--- src/rtl/lfsr_arbiter_ctrl.sv ---
// Two-requester round-robin arbiter streaming LFSR beats in bursts.
// Define LFSR_PERIOD_CHK_EN to build in the sequence-period checker.
module lfsr_arbiter_ctrl #(
    parameter int             W     = 4,
    parameter logic [W-1:0]   TAPS  = 4'b1101,
    parameter int             LEN_W = 4
) (
    input  logic             clk,
    input  logic             reset,
    input  logic             req0,
    input  logic             req1,
    input  logic [LEN_W-1:0] len0,
    input  logic [LEN_W-1:0] len1,
    input  logic             seed_load,
    input  logic [W-1:0]     seed_val,
    input  logic             ready,
    output logic             grant0,
    output logic             grant1,
    output logic             busy,
    output logic [W-1:0]     data,
    output logic             valid,
    output logic             last,
    output logic [W:0]       period_len,
    output logic             period_hit
);

    typedef enum logic {
        IDLE,
        RUN
    } state_t;

    state_t           state;
    state_t           state_nxt;
    logic [W-1:0]     lfsr;
    logic [W-1:0]     lfsr_step;
    logic [W-1:0]     seed_fix;
    logic             owner;
    logic             last_srv;
    logic             winner;
    logic [LEN_W-1:0] cnt;
    logic             do_load;
    logic             do_grant;
    logic             do_step;
    logic             done;

    assign lfsr_step = {^(lfsr & TAPS), lfsr[W-1:1]};
    // An all-zero seed would lock the register, so substitute 1.
    assign seed_fix  = (seed_val == '0) ? W'(1) : seed_val;
    assign data      = lfsr;

    always_ff @(posedge clk or posedge reset) begin
        if (reset) begin
            state <= IDLE;
        end else begin
            state <= state_nxt;
        end
    end

    always_comb begin
        state_nxt = state;
        do_load   = 1'b0;
        do_grant  = 1'b0;
        do_step   = 1'b0;
        done      = 1'b0;
        winner    = (req0 && req1) ? ~last_srv : req1;
        busy      = 1'b0;
        valid     = 1'b0;
        grant0    = 1'b0;
        grant1    = 1'b0;
        last      = 1'b0;
        unique case (state)
            IDLE: begin
                if (seed_load) begin
                    do_load = 1'b1;
                end else if (req0 || req1) begin
                    do_grant  = 1'b1;
                    state_nxt = RUN;
                end
            end
            RUN: begin
                busy   = 1'b1;
                valid  = 1'b1;
                grant0 = ~owner;
                grant1 = owner;
                last   = (cnt == '0);
                if (ready) begin
                    do_step = 1'b1;
                    if (cnt == '0) begin
                        done      = 1'b1;
                        state_nxt = IDLE;
                    end
                end
            end
        endcase
    end

    always_ff @(posedge clk or posedge reset) begin
        if (reset) begin
            lfsr     <= W'(1);
            owner    <= 1'b0;
            last_srv <= 1'b1;
            cnt      <= '0;
        end else begin
            if (do_load) begin
                lfsr <= seed_fix;
            end else if (do_step) begin
                lfsr <= lfsr_step;
            end
            if (do_grant) begin
                owner <= winner;
                cnt   <= winner ? len1 : len0;
            end else if (do_step && !done) begin
                cnt <= cnt - 1'b1;
            end
            if (done) begin
                last_srv <= owner;
            end
        end
    end

`ifdef LFSR_PERIOD_CHK_EN
    logic [W-1:0] seed_reg;
    logic [W:0]   steps;

    always_ff @(posedge clk or posedge reset) begin
        if (reset) begin
            seed_reg   <= W'(1);
            steps      <= '0;
            period_len <= '0;
            period_hit <= 1'b0;
        end else begin
            period_hit <= 1'b0;
            if (do_load) begin
                seed_reg <= seed_fix;
                steps    <= '0;
            end else if (do_step) begin
                if (lfsr_step == seed_reg) begin
                    period_hit <= 1'b1;
                    period_len <= steps + 1'b1;
                    steps      <= '0;
                end else begin
                    steps <= steps + 1'b1;
                end
            end
        end
    end
`else
    assign period_len = '0;
    assign period_hit = 1'b0;
`endif

endmodule

--- config.mk ---
export PLATFORM = sky130hd
export DESIGN_NAME = lfsr_arbiter_ctrl
export DESIGN_NICKNAME = d
export VERILOG_FILES = /design/src/rtl/lfsr_arbiter_ctrl.sv
export SDC_FILE = /design/constraint.sdc
export NUM_CORES = 1
export LEC_CHECK = 0
export ABC_CLOCK_PERIOD_IN_PS = 4300
export CAP_MARGIN = 0
export CORE_MARGIN = 2
export CORE_UTILIZATION = 43
export CTS_CLUSTER_DIAMETER = 150
export DETAILED_ROUTE_END_ITERATION = 7
export PLACE_DENSITY = 0.92
export SLEW_MARGIN = 20
export SYNTH_ARGS = -nofsm -noshare
export SYNTH_HDL_FRONTEND = slang
export SYNTH_SLANG_ARGS = --single-unit
--- constraint.sdc ---
create_clock -name clk -period 4.3 [get_ports clk]
set_clock_uncertainty 0.05 [all_clocks]
set_input_delay 0.645 -clock clk [delete_from_list [all_inputs] [get_ports clk]]
set_output_delay 0.645 -clock clk [all_outputs]
set_load 0.05 [all_outputs]
==> qor.csv, run 1 <==
metric,value,unit
Final Setup Violations,0,
PortBufs,26,
Initial DRC Count,4,
crit path cell chain,inv_1 > ha_1 > nor3b_1 > and2_1 > clkdlybuf4s50_1,
period utilisation layout,69.1,%
Pre-Repair DR Iteration Count,4,
Relative slew margins,66.4,%
met3 GRT Util,7.20,%
Worst Path Arrival,2.28,ns
Critical Path Fanout Max,4,
setup ws final,1.33,ns
number of diodes,0,
clock buffer count from CTS,3,
FP Rows,14,
DRT antenna net count,0,
CTS tree,yes,
die width,45.4,um
Sink Count,11,
DRC,0,
Die Span Y,45.4,um
M2 GR Usage,35.7,%
"EDFF count, synth",0,
number of max-cap violations,0,
initial cell density of the core,47.2,%
layout cells sized above 1,11.3,%
Root Buffer,clkbuf_4,
Crit-path slowest cell,clkdlybuf4s50_1,
vias in the first global route,648,
DP HPWL,1300,um
Critical Path Max Stage Delay,0.79,ns
Yosys reg bits,11,
core area,0.00156,mm2
grt met1 use,17.8,%
Max Buffers Root-to-Sink,2,
via count,642,
setup_tns,0,ns
"count leader, synth",dfrtp_1,
final wirelength,1600,um
# fillers,138,
Synth area leaders,"dfrtp_1 (31%), buf_4 (7.1%), dfstp_2 (7.1%), mux2i_1 (5.4%), nor2b_1 (4.3%)",
Routability Congestion,0.739,
CTS resizes,0,
Peak Freq,0.336,GHz
synth cell count leaders,"dfrtp_1 (9), buf_4 (7), nor2_1 (7)",
CP top delay family,buffers and inverters,
mapped cell area,736,um2
Worst Setup Start Kind,flip-flop,
crit path kind,reg2out,
DIE AREA,0.00206,mm2
Worst-Skew Late Latency,0.28,ns
Clock H-tree levels,1,
Routed WL per cell,13.1,um
global-route wire length before repair,2650,um
RSZ-0062 raised after global routing,no,
# nets final,127,
initial antenna violation count,0,
"Distinct cells, synth",31,
CP Buf/Inv Count,2,
overall global routing resource usage,19.0,%
Slew @ Worst Pin,0.503,ns
total power,0.729,mW
I/O pin cnt,33,
Hold Path Class,reg2reg,
Setup crit end kind,output port,
PwrDens,734,mW/mm2
max-slew violation count,0,
Final min period,2.97,ns
hold buffers post-CTS,0,
Post-CTS Setup Bufs,0,
via/cell ratio,5.26,
GRT busiest layer,met2,
Place WS,1.62,ns
clk slew on worst S/H paths,0.06,ns
area delta synth->final,35.0,%
main flop type after synthesis,dfrtp_1,
area share of the largest cell type after synthesis,30.6,%
worst path required time,3.61,ns
Syn Inst Count,80,
cell taking the most area after synthesis,dfrtp_1,
syn avg cell area,9.20,um2
static leakage,0.419,nW
Ys Warns,0,
final hold viol count,0,
Async SR Flop Fraction,100,%
grt ovf,0,
status,completed,
largest net degree at the start of global routing,17,
sequential cell area fraction in the yosys report,37.8,%
peak supply drop,0.394,mV
[final cells by class]
class                           instances  area, um2  share of cell area [%]
Clock buffer                            4       26.3                    2.64
Tap cell                               16       20.0                    2.02
Sequential cell                        11        278                    28.0
Timing Repair Buffer                   26        260                    26.2
Inverter                                4       15.0                    1.51
Multi-Input combinational cell         61        394                    39.7
[metal layers]
layer | wire length [um] | vias up
li1 | - | 321
met1 | 592 | 292
met2 | 868 | 27
met3 | 116 | 2
met4 | 19 | 0
met5 | 0 | -
[cells in the final DEF (no fill, tap or decap)]
cell type,count
nand2_2,1
o221a_2,1
dfstp_2,2
clkbuf_4,3
a21o_1,1
nand2_1,4
inv_1,4
nand2b_1,1
a311o_1,1
a21boi_2,1
o21ai_2,1
xnor2_1,1
a211oi_1,3
o22ai_1,2
mux2i_1,4
nor3b_1,1
dfrtp_1,9
nand4_1,1
nand3_1,2
a21oi_1,6
and2_1,2
ha_1,2
clkdlybuf4s50_1,26
nor2_1,7
nor2b_1,5
xor2_1,1
or4_4,1
mux2_2,2
nor3_1,4
clkbuf_1,1
conb_1,6
[sequential cells by signal, summed over array words and instances (netlist names)]
register	cells
cnt	4
owner	1
state	1
data	4
last_srv	1
[cell families (layout without fill, tap and decap cells)]
| logic type | after synthesis | after routing | synth area share, % |
|---|---|---|---|
| compound gates | 16 | 16 | 15.5 |
| xor+xnor | 2 | 2 | 2.38 |
| fa+ha+maj | 2 | 2 | 3.40 |
| buf+inv | 13 | 34 | 11.2 |
| flops | 11 | 11 | 37.8 |
| mux | 6 | 6 | 8.50 |
| other cells | 1 | 6 | 0.510 |
| simple gates | 29 | 29 | 20.8 |
[path summary, 6_finish.rpt]
path,startpoint,end,slack [ns],depth (start not counted)
worst min-delay path,data[0],data[0],0.49,2
worst min register to register,data[0],data[0],0.49,2
max in group asynchronous,reset,data[0],3.28,2
worst max register to register,state,cnt[3],2.56,3
worst max-delay path,cnt[1],last,1.33,5
min in group asynchronous,reset,cnt[3],0.59,2
[report_power, final]
part | internal (mW) | total [mW] | leakage [nW] | switching [mW]
sequential | 0.161 | 0.223 | 0.123 | 0.0613
clock | 0.0361 | 0.0726 | 0.0150 | 0.0366
combinational | 0.173 | 0.433 | 0.280 | 0.260
total | 0.371 | 0.729 | 0.419 | 0.358
[worst register-to-register path: stages (launching register included)]
cell and delay (ns):
dfrtp_1 0.63, nand2_2 0.14, or4_4 0.44, a311o_1 0.36
[through the flow]
step                cell area [um2]  utilization [%]  cells  hold slack, ns
floorplan                       754                -     85           0.446
global placement                967             62.0    118           0.476
detailed placement              967             62.0    118           0.484
CTS                             993             63.7    122           0.501
global route                    993             63.7    122           0.519
finish                          993             63.7    122           0.493
No activity file was read; power rests on OpenSTA's default activity.
==> inputs of run 2 (changes only) <==
Settings changed: ABC_CLOCK_PERIOD_IN_PS 4300 to 2950, CORE_UTILIZATION 43 to 40, PLACE_DENSITY 0.92 to 0.87.
Clock period 4.3 ns to 2.95 ns, I/O delays scaled along.
==> run 2 against run 1 <==
Compared with the run above:
- clock-buffer cell count did not move
- core utilization shrank 5.5 points
- global-route usage is 2.5 points lower
- critical path depth is the same
- die area up 6.8%
- non-clock buffer count unchanged
- hold slack lost 0.10 ns
- register-to-register slack worse by 1.4 ns
- critical path type unchanged
==> qor.csv, run 2 (synthesis gave the netlist of run 1 again) <==
metric,value,unit
Setup crit end kind,output port,
Peak Freq,0.354,GHz
I/O pin cnt,33,
Critical Path Fanout Max,4,
global-route wire length before repair,2380,um
via/cell ratio,4.92,
total power,1.05,mW
Worst Setup Start Kind,flip-flop,
Initial DRC Count,13,
DIE AREA,0.00220,mm2
hold_ws,0.392,ns
layout cells sized above 1,11.3,%
# fillers,158,
clock buffer count from CTS,3,
DRC,0,
area delta synth->final,36.6,%
Worst-Skew Late Latency,0.28,ns
Max Buffers Root-to-Sink,2,
initial cell density of the core,42.6,%
CTS resizes,0,
largest net degree at the start of global routing,17,
overall global routing resource usage,16.5,%
Post-CTS Setup Bufs,0,
Die Span Y,46.9,um
most frequent cells in the layout,"clkdlybuf4s50_1 (26), dfrtp_1 (9), nor2_1 (7)",
most common library cell in the layout ignoring fill and taps,clkdlybuf4s50_1,
Pre-Repair DR Iteration Count,4,
hold buffers post-CTS,0,
Routability Congestion,0.779,
Worst R2R Path Depth,3,
core area,0.00173,mm2
flop2flop setup slack,1.19,ns
initial antenna violation count,0,
via count,645,
DRT antenna net count,0,
clk slew on worst S/H paths,0.07,ns
PwrDens,1050,mW/mm2
Sink Count,11,
DP HPWL,1240,um
Clock H-tree levels,1,
period utilisation layout,95.8,%
CTS tree,yes,
crit path kind,reg2out,
RSZ-0062 raised after global routing,no,
Relative slew margins,66.9,%
Routed WL per cell,11.8,um
origin of the critical flop-to-flop path,state,
Worst Setup SP,cnt[0],
reg2reg end,cnt[3],
final wirelength,1540,um
max-slew violation count,0,
worst path required time,2.46,ns
PortBufs,26,
final hold viol count,0,
Slew @ Worst Pin,0.496,ns
Final min period,2.83,ns
peak supply drop,0.664,mV
Root Buffer,clkbuf_4,
vias in the first global route,541,
status,completed,
number of max-cap violations,0,
setup_tns,0,ns
number of diodes,0,
static leakage,0.419,nW
Hold Path Class,in2async,
# nets final,127,
Worst Path Arrival,2.33,ns
Final Setup Violations,0,
grt ovf,0,
die width,46.9,um
FP Rows,15,
## run 2: cell counts in the layout (fill, tap and decap cells not counted)
Identical to the previous run, type by type.
## run 2: worst max-delay path by stage
stage	cells past startpoint	end	slack [ns]
2_1_floorplan	2	grant0	0.71
3_5_place_dp	5	last	0.43
5_1_grt	5	last	0.03
6_report	5	last	0.12
3_3_place_gp	5	last	0.53
4_1_cts	5	last	0.14
## run 2: metal layers
| layer | GRT usage, % | vias to the layer above | part of all wire, % |
|---|---|---|---|
| met5 | 0 | - | 0 |
| met4 | 10.0 | 0 | 2.3 |
| met3 | 6.15 | 4 | 7.7 |
| met2 | 27.1 | 24 | 51 |
| met1 | 17.9 | 300 | 39 |
| li1 | - | 317 | - |
## run 2: where the power goes
group	internal [mW]	switching (mW)	total [mW]
sequential	0.235	0.0886	0.324
clock	0.0525	0.0539	0.106
combinational	0.251	0.373	0.624
## run 2: final cells by class
type	instances	area (um2)	share of cell area, %
inverter	4	15.0	1.49
multi-input combinational	61	394	39.2
sequential	11	278	27.6
clock buffer	4	26.3	2.62
tap	25	31.3	3.11
timing repair buffer	26	260	25.9
## run 2: per-stage QoR
stage / std cells / utilization [%] / setup WS [ns] / cell area (um2)
6_report: 131 / 58.2 / 0.125 / 1000
5_1_grt: 131 / 58.2 / 0.0296 / 1000
4_1_cts: 131 / 58.2 / 0.136 / 1000
3_5_place_dp: 127 / 56.7 / 0.433 / 978
3_3_place_gp: 127 / 56.7 / 0.528 / 978
2_1_floorplan: 85 / - / 0.711 / 754
## run 2: worst max-delay path, stage by stage, from the launching register on
cell and delay (ns):
dfrtp_1 0.41, inv_1 0.10, ha_1 0.18, nor3b_1 0.39, and2_1 0.19, clkdlybuf4s50_1 0.80
==> inputs of run 3 (changes only) <==
Settings changed: SKIP_CTS_REPAIR_TIMING set to 1.
==> results of run 3 <==
No change in the layout: final DEF, timing and power equal those of run 2.
